===== src/rtl/seg_scan2.sv =====
// Two-digit multiplexed 7-segment scanner with anti-ghost blanking and
// frame-synchronous input latching so the display never tears mid-frame.
module seg_scan2 #(
  parameter int REFRESH_DIV = 50000,
  parameter int BLANK_CYC   = 500
) (
  input  logic       clk,
  input  logic       rst,
  input  logic [3:0] dig_one,
  input  logic [3:0] dig_two,
  input  logic       blank_lead,
  output logic [6:0] seg,
  output logic [1:0] an,
  output logic       frame_done
);

  localparam int CW = $clog2(REFRESH_DIV);
  localparam logic [CW-1:0] SLOT_LAST  = CW'(REFRESH_DIV - 1);
  localparam logic [CW-1:0] BLANK_LAST = CW'(BLANK_CYC - 1);
  localparam logic [6:0]    SEG_OFF    = 7'h7F;

  typedef enum logic [1:0] {B0, S0, B1, S1} state_t;

  state_t         state, state_nx;
  logic [CW-1:0]  cnt;
  logic [3:0]     lat_one, lat_two;
  logic           lat_blank;
  logic           slot_end, blank_end, frame_end;
  logic [6:0]     seg_d;
  logic [1:0]     an_d;

  assign slot_end  = (cnt == SLOT_LAST);
  assign blank_end = (cnt == BLANK_LAST);
  assign frame_end = (state == S1) && slot_end;

  function automatic logic [6:0] decode(input logic [3:0] v);
    case (v)
      4'd0:    decode = 7'b1000000;
      4'd1:    decode = 7'b1111001;
      4'd2:    decode = 7'b0100100;
      4'd3:    decode = 7'b0110000;
      4'd4:    decode = 7'b0011001;
      4'd5:    decode = 7'b0010010;
      4'd6:    decode = 7'b0000010;
      4'd7:    decode = 7'b1111000;
      4'd8:    decode = 7'b0000000;
      4'd9:    decode = 7'b0010000;
      default: decode = 7'b0111111;
    endcase
  endfunction

  // NOTE: sequential state uses non-blocking assignments; the async reset
  // is in the sensitivity list so it acts without waiting for clk.
  always_ff @(posedge clk or posedge rst) begin
    if (rst) state <= B0;
    else     state <= state_nx;
  end

  // NOTE: every always_comb output gets a default first so no latch is inferred.
  always_comb begin
    state_nx = state;
    unique case (state)
      B0: if (blank_end) state_nx = S0;
      S0: if (slot_end)  state_nx = B1;
      B1: if (blank_end) state_nx = S1;
      S1: if (slot_end)  state_nx = B0;
    endcase
  end

  always_comb begin
    an_d  = 2'b11;
    seg_d = SEG_OFF;
    unique case (state)
      B0, B1: begin
        an_d  = 2'b11;
        seg_d = SEG_OFF;
      end
      S0: begin
        an_d  = 2'b10;
        seg_d = decode(lat_one);
      end
      S1: begin
        if (!(lat_blank && lat_two == 4'd0)) begin
          an_d  = 2'b01;
          seg_d = decode(lat_two);
        end
      end
    endcase
  end

  // The slot counter spans a blank phase plus its show phase.
  always_ff @(posedge clk or posedge rst) begin
    if (rst)           cnt <= '0;
    else if (slot_end) cnt <= '0;
    else               cnt <= cnt + CW'(1);
  end

  // Inputs are captured only at the frame boundary and held for the frame.
  always_ff @(posedge clk or posedge rst) begin
    if (rst) begin
      lat_one    <= 4'd0;
      lat_two    <= 4'd0;
      lat_blank  <= 1'b0;
      frame_done <= 1'b0;
    end else begin
      frame_done <= frame_end;
      if (frame_end) begin
        lat_one   <= dig_one;
        lat_two   <= dig_two;
        lat_blank <= blank_lead;
      end
    end
  end

  always_ff @(posedge clk or posedge rst) begin
    if (rst) begin
      an  <= 2'b11;
      seg <= SEG_OFF;
    end else begin
      an  <= an_d;
      seg <= seg_d;
    end
  end

endmodule


===== config.mk =====
export PLATFORM = sky130hd
export DESIGN_NAME = seg_scan2
export DESIGN_NICKNAME = d
export VERILOG_FILES = /design/src/rtl/seg_scan2.sv
export SDC_FILE = /design/constraint.sdc
export NUM_CORES = 1
export LEC_CHECK = 0
export BUFFER_PORTS_ARGS = -buffer_cell sky130_fd_sc_hd__buf_2
export CORE_MARGIN = 5
export CORE_UTILIZATION = 52
export DETAILED_ROUTE_END_ITERATION = 10
export PLACE_DENSITY = 0.75
export REMOVE_ABC_BUFFERS = 1
export SYNTH_ARGS = -nofsm -noshare
export SYNTH_HDL_FRONTEND = slang
export SYNTH_SLANG_ARGS = --single-unit

===== constraint.sdc =====
create_clock -name clk -period 1.9 [get_ports clk]
set_input_delay 0.19 -clock clk [delete_from_list [all_inputs] [get_ports clk]]
set_output_delay 0.19 -clock clk [all_outputs]
set_load 0.005 [all_outputs]

==> results of run 1 <==
## synthesized netlist by cell type, types with 2 or more instances
cell type  instances
dfrtp_1           28
ha_1              17
nand2_1           17
nor2_1            17
inv_1             13
o21ai_0           11
a21oi_1            9
dfstp_2            9
mux2_2             9
xor2_1             7
clkbuf_1           5
nand3_1            5
nand2b_1           4
o2bb2ai_1          4
xnor2_1            4
nor2b_1            3
o31ai_1            3
a211o_1            2
and4_1             2
nor3_1             2
nor3b_1            2
o211ai_1           2
or4_1              2
## kinds of logic (layout without fill, tap and decap cells)
family	after synthesis	after routing	synth area share [%]
buffers and inverters	19	62	3.67
adders and majority gates	17	17	10.4
muxes	10	10	5.50
DFF	37	37	45.8
AOI/OAI and AO/OA	37	37	11.7
and+or+nand+nor	66	67	18.3
xor gates and xnor gates	11	11	4.71
## per-stage QoR
stage	instances	setup WS [ns]	TNS, ns
floorplan	191	-0.155	-1.21
global placement	276	-0.0430	-0.0796
detailed placement	276	-0.0723	-0.357
CTS	286	0.0173	0
global route	289	-0.00426	-0.00426
finish	289	0.0579	0
## sequential cells by signal, indices dropped and copies added, names as in the netlist
name,count
frame_done,1
lat_one,4
state,2
an,2
lat_two,4
cnt,16
lat_blank,1
seg,7
## metal layers
| layer | vias up | share of wire (%) | GRT usage (%) | wire length (um) |
|---|---|---|---|---|
| met5 | - | 0 | 0 | 0 |
| met4 | 0 | 1.6 | 6.97 | 66 |
| met3 | 8 | 4.6 | 4.13 | 186 |
| met2 | 35 | 44 | 24.5 | 1770 |
| met1 | 742 | 50 | 24.5 | 2010 |
| li1 | 775 | - | - | - |
## tightest hold or removal path, stage by stage
cell	delay (ns)
buf_2	0.09
inv_1	0.04
buf_4	0.39
## cell type report
type | count | area [um^2]
fill | 312 | 1280
multi-input combinational | 142 | 1060
sequential | 37 | 937
timing repair buffer | 41 | 262
clock buffer | 8 | 90.1
tap | 48 | 60.1
inverter | 13 | 48.8
## worst max-delay path by stage
stage	startpoint	slack [ns]	cells after the start	end
final	cnt[10]	0.06	5	lat_one[3]
after global routing	cnt[10]	-0.004	5	state[1]
after CTS	cnt[7]	0.02	5	lat_one[3]
after detailed placement	cnt[12]	-0.07	4	lat_one[3]
after global placement	cnt[12]	-0.04	4	lat_one[3]
after floorplan	cnt[12]	-0.16	4	lat_one[3]
## power breakdown
part	internal, mW	total [mW]	switching [mW]
clock	0.296	0.574	0.278
combinational	0.0391	0.0917	0.0527
sequential	0.798	0.813	0.0156
## what timing repair did
item,4_1_cts,5_1_grt
setup buffers,2,2
endpoints found under the setup margin,10,11
pin swaps,1,2
hold buffers,0,0
cloned,0,1
resized for setup,0,5
==> results by group, run 1 <==
Detailed routing
  – Drt initial violations: 107
  – Vias/cell: 5.40
  – Drt first pass iters: 4
  – Final ANT Viol Nets: 0
  – WL/cell: 14.0 um
  – Post-Route WL: 4.04 mm
  – DRC Markers: 0
  – DR vias: 1560

Status
  – Failing checks: negative hold slack
  – Status: complete, but fails checks

Setup path
  – Cells on worst reg2reg path: 5
  – Crit path cell chain: or4_4, nor4_4, buf_6, nand2_8, mux2_4
  – CP bufs+invs: 1
  – Critical-path maximum fanout: 5
  – R2r endpoint: lat_one[3]
  – R2R Path Start: cnt[10]
  – Worst Setup Start Kind: flip-flop
  – Slowest stage delay, CP: 0.55 ns
  – Worst R2R Setup Slack: 0.06 ns
  – Top cell family by delay on the critical path: simple AND/OR/NAND/NOR gates
  – Critical-path top delay cell: or4_4
  – Crit Path Category: flip-flop to flip-flop
  – Crit. End Element: flip-flop
  – CP arrival: 2.02 ns
  – WP data required: 2.08 ns

Placement
  – Gpl congestion: 0.817
  – # port buffers: 20
  – Area after DPL: 2310 um^2
  – Hpwl dp: 2.77 mm

CTS
  – CTS tree: yes
  – Sink Count: 37
  – Clock latency on the worst-skew pair: 0.29 ns
  – H-tree levels: 2
  – Num CTS Buffers: 5
  – Clock tree root buffer cell: clkbuf_8
  – CTS clk-pin slew, worst paths: 0.07 ns
  – Clock Path Buffers: 2

Floorplanning
  – Top Ports: 21
  – Die extent in x: 72.7 um
  – Row count: 22
  – Initial Utilization: 54.7%
  – Chip height: 72.7 um
  – Die area: 5290 um^2
  – Core Footprint: 3740 um^2

Yosys
  – Number of enable flip-flop cells after synthesis: 0
  – Seq cells post-synth: 37
  – Distinct cells, synth: 43
  – Syn Inst Count: 197
  – Synth Area per Inst: 10.4 um^2
  – Synth area leaders: dfrtp_1 (34%), dfstp_2 (12%), ha_1 (10%)
  – Area share of the largest cell type after synthesis: 34.2%
  – Primary FF master, synth: dfrtp_1
  – Synth area leader: dfrtp_1
  – Sequential element share of the synthesized area: 45.8%
  – Yosys warns: 0
  – Mapped Area: 2050 um^2
  – Async SR Flop Fraction: 100%

Global route
  – Vias in the first global route: 1561
  – Initial antenna violation count: 0
  – Total GRT Usage: 17.0%
  – Gr ovfl total: 0
  – Global-route wire length before repair: 7.02 mm
  – Largest net degree at the start of global routing: 38

Layout
  – Commonest non-fill, non-tap cells in the layout: dfrtp_1 (28), buf_2 (20), buf_4 (20)
  – Layout cell share with drive strength beyond 1: 29.9%
  – Commonest non-fill, non-tap cell in the layout: dfrtp_1
  – N_diodes: 0
  – Design Area, Final: 2460 um^2
  – Utilization after layout: 65.7%
  – Synth-to-Final Area Change: 20.2%
  – Final nets: 268

Power
  – Power Dens Cells: 601 nW/um^2
  – Total power: 1.48 mW
  – Leakage: 1.14 nW
  – Peak supply drop: 0.467 mV

Worst hold path
  – Class of the worst hold path: input pin to asynchronous set/reset pin

Timing
  – Hold Worst Slack: -0.0121 ns
  – Final Hold Vio Count: 21
  – Final Slew Violations: 0
  – Final Cycle Share: 97.0%
  – Max-slew headroom: 70.0%
  – Fmax: 543 MHz
  – Slew @ Worst Pin: 0.450 ns
  – Final worst path period need: 1.84 ns
  – Worst Clk Skew: 0.00573 ns
  – Final Setup Violations: 0
  – RSZ-0062 raised after global routing: true

Run
  – Max Cap Viol: 0
Power figures use the tool's default switching activity.
==> inputs of run 2 (changes only) <==
ABC_AREA = 1   (was unset)
CAP_MARGIN = 15   (was unset)
CORE_UTILIZATION = 53   (was 52)
==> results by group, run 2 <==
Detailed routing
  – Post-Route WL: 4.14 mm
  – Final ANT Viol Nets: 0
  – DRC Markers: 0
  – Drt first pass iters: 4
  – Drt initial violations: 128
  – Vias/cell: 5.00
  – WL/cell: 11.8 um
  – DR vias: 1755

Layout
  – N_diodes: 0
  – Fin cells: 351
  – Commonest non-fill, non-tap cell in the layout: nand2_1
  – Largest regs: cnt: 16 flops, seg: 7 flops
  – Commonest non-fill, non-tap cells in the layout: nand2_1 (60), inv_1 (37), nor2_1 (32)
  – Layout cell share with drive strength beyond 1: 17.9%
  – Max reg flops: 16
  – Design Area, Final: 2430 um^2
  – Largest Register: cnt
  – Final nets: 328
  – Synth-to-Final Area Change: 12.8%

CTS
  – CTS clk-pin slew, worst paths: 0.07 ns
  – H-tree levels: 2
  – PostCTS Resize Cnt: 0
  – Sink Count: 37
  – Clock latency on the worst-skew pair: 0.29 ns
  – Clock Path Buffers: 2
  – Hold Buf Count CTS: 1
  – Clock tree root buffer cell: clkbuf_8
  – Num CTS Buffers: 5
  – CTS tree: yes
  – Postcts setup bufs: 0

Yosys
  – Synth area leader: dfrtp_1
  – Primary FF master, synth: dfrtp_1
  – Number of enable flip-flop cells after synthesis: 0
  – Synth area leaders: dfrtp_1 (33%), dfstp_2 (11%), nand2_1 (10%)
  – Async SR Flop Fraction: 100%
  – Sequential element share of the synthesized area: 43.5%
  – Distinct cells, synth: 26
  – Yosys warns: 0
  – Most instantiated cells after synthesis: nand2_1 (60), inv_1 (37), nor2_1 (32), dfrtp_1 (28), o21ai_0 (23)
  – Seq cells post-synth: 37
  – Most common cell in the synthesized netlist: nand2_1
  – Synth Area per Inst: 7.85 um^2
  – Syn Inst Count: 274
  – Area share of the largest cell type after synthesis: 32.6%
  – Mapped Area: 2150 um^2

Floorplanning
  – Row count: 23
  – Die area: 5430 um^2
  – Chip height: 73.7 um
  – Top Ports: 21
  – Core Footprint: 3970 um^2
  – Die extent in x: 73.7 um
  – Initial Utilization: 54.2%

Placement
  – Area after DPL: 2300 um^2
  – Placed Cells: 342
  – # port buffers: 20
  – Gpl congestion: 0.922
  – Hpwl dp: 3.14 mm

Setup path
  – Worst Setup Start Kind: flip-flop
  – Crit Path Category: flip-flop to flip-flop
  – WP data required: 2.09 ns
  – CP arrival: 1.75 ns
  – Crit. End Element: flip-flop
  – Critical-path maximum fanout: 10

Timing
  – Final Hold Vio Count: 0
  – Slew @ Worst Pin: 0.461 ns
  – RSZ-0062 raised after global routing: false
  – Max-slew headroom: 69.3%
  – Hold Worst Slack: 0.102 ns
  – Final Slew Violations: 0
  – Final worst path period need: 1.57 ns
  – Setup TNS: 0 ns
  – Worst Clk Skew: 0.00524 ns
  – Fmax: 639 MHz
  – Final Setup Violations: 0
  – Final Cycle Share: 82.4%

Global route
  – Largest net degree at the start of global routing: 38
  – Initial antenna violation count: 0
  – Global-route wire length before repair: 7.16 mm
  – Gr ovfl total: 0
  – Vias in the first global route: 1574
  – Total GRT Usage: 17.1%

Power
  – Power Dens Cells: 631 nW/um^2
  – Peak supply drop: 0.336 mV
  – Leakage: 1.18 nW

Worst hold path
  – Class of the worst hold path: input pin to flip-flop

Run
  – Max Cap Viol: 0

Status
  – Status: complete, no violations
==> run 2: changes by cell type after synthesis, sizes merged, moves of 10 or more <==
cell   change
nand2     +45
inv       +27
o21ai     +21
nor2      +20
nand3     +18
mux2      -10
==> run 2: per-stage QoR <==
stage	setup slack [ns]	power (mW)	utilization [%]
CTS	0.331	1.55	61.1
detailed placement	0.344	0.830	57.8
global route	0.197	1.59	61.1
floorplan	0.466	0.814	-
finish	0.334	1.53	61.1
global placement	0.406	0.829	57.8
==> run 2: path summary, 6_finish.rpt <==
check / startpoint / to / slack, ns / cells past startpoint
worst max register to register: state[0] / state[0] / 0.33 / 6
max in group asynchronous: rst / seg[1] / 1.00 / 4
worst max-delay path: state[0] / state[0] / 0.33 / 6
min in group asynchronous: rst / cnt[13] / 0.53 / 4
worst min-delay path: blank_lead / lat_blank / 0.10 / 3
worst min register to register: lat_blank / lat_blank / 0.49 / 2
==> run 2: per-layer routing <==
metal  GRT usage, %  up-vias  routed length (um)
met5              0        -                   0
met4           6.64        0                  66
li1               -      918                   -
met2           24.3       36                1780
met3           4.10        6                 198
met1           25.0      795                2100
==> run 2: worst max-delay path, stage by stage, from the launching register on <==
cell and delay (ns):
dfrtp_1 0.44, ha_1 0.32, or2_2 0.40, nand2_2 0.11, nand2_1 0.07, nand2_1 0.07, nand2_1 0.05
==> run 2: layout make-up <==
cell class / instances / area [um^2]
Multi-Input combinational cell: 193 / 1030
Sequential cell: 37 / 937
Clock inverter: 2 / 37.5
Timing Repair Buffer: 22 / 118
Clock buffer: 6 / 82.6
Fill cell: 350 / 1540
Inverter: 41 / 159
Tap cell: 50 / 62.6
==> run 2: power breakdown <==
part	internal, mW	total (mW)	switching, mW
registers	0.788	0.788	0
clock network	0.427	0.717	0.290
logic	0.00990	0.0274	0.0175
total	1.22	1.53	0.307
==> run 2: cell families (layout without fill, tap and decap cells) <==
kind of cell	Yosys count	count (layout)	share of synthesized area (%)
buffers and inverters	44	71	8.55
XOR/XNOR	4	4	1.63
adder cells (fa/ha/maj)	17	17	9.88
flip-flops	37	37	43.5
AND/OR/NAND/NOR	129	129	25.8
AO/OA/AOI/OAI	43	43	10.6
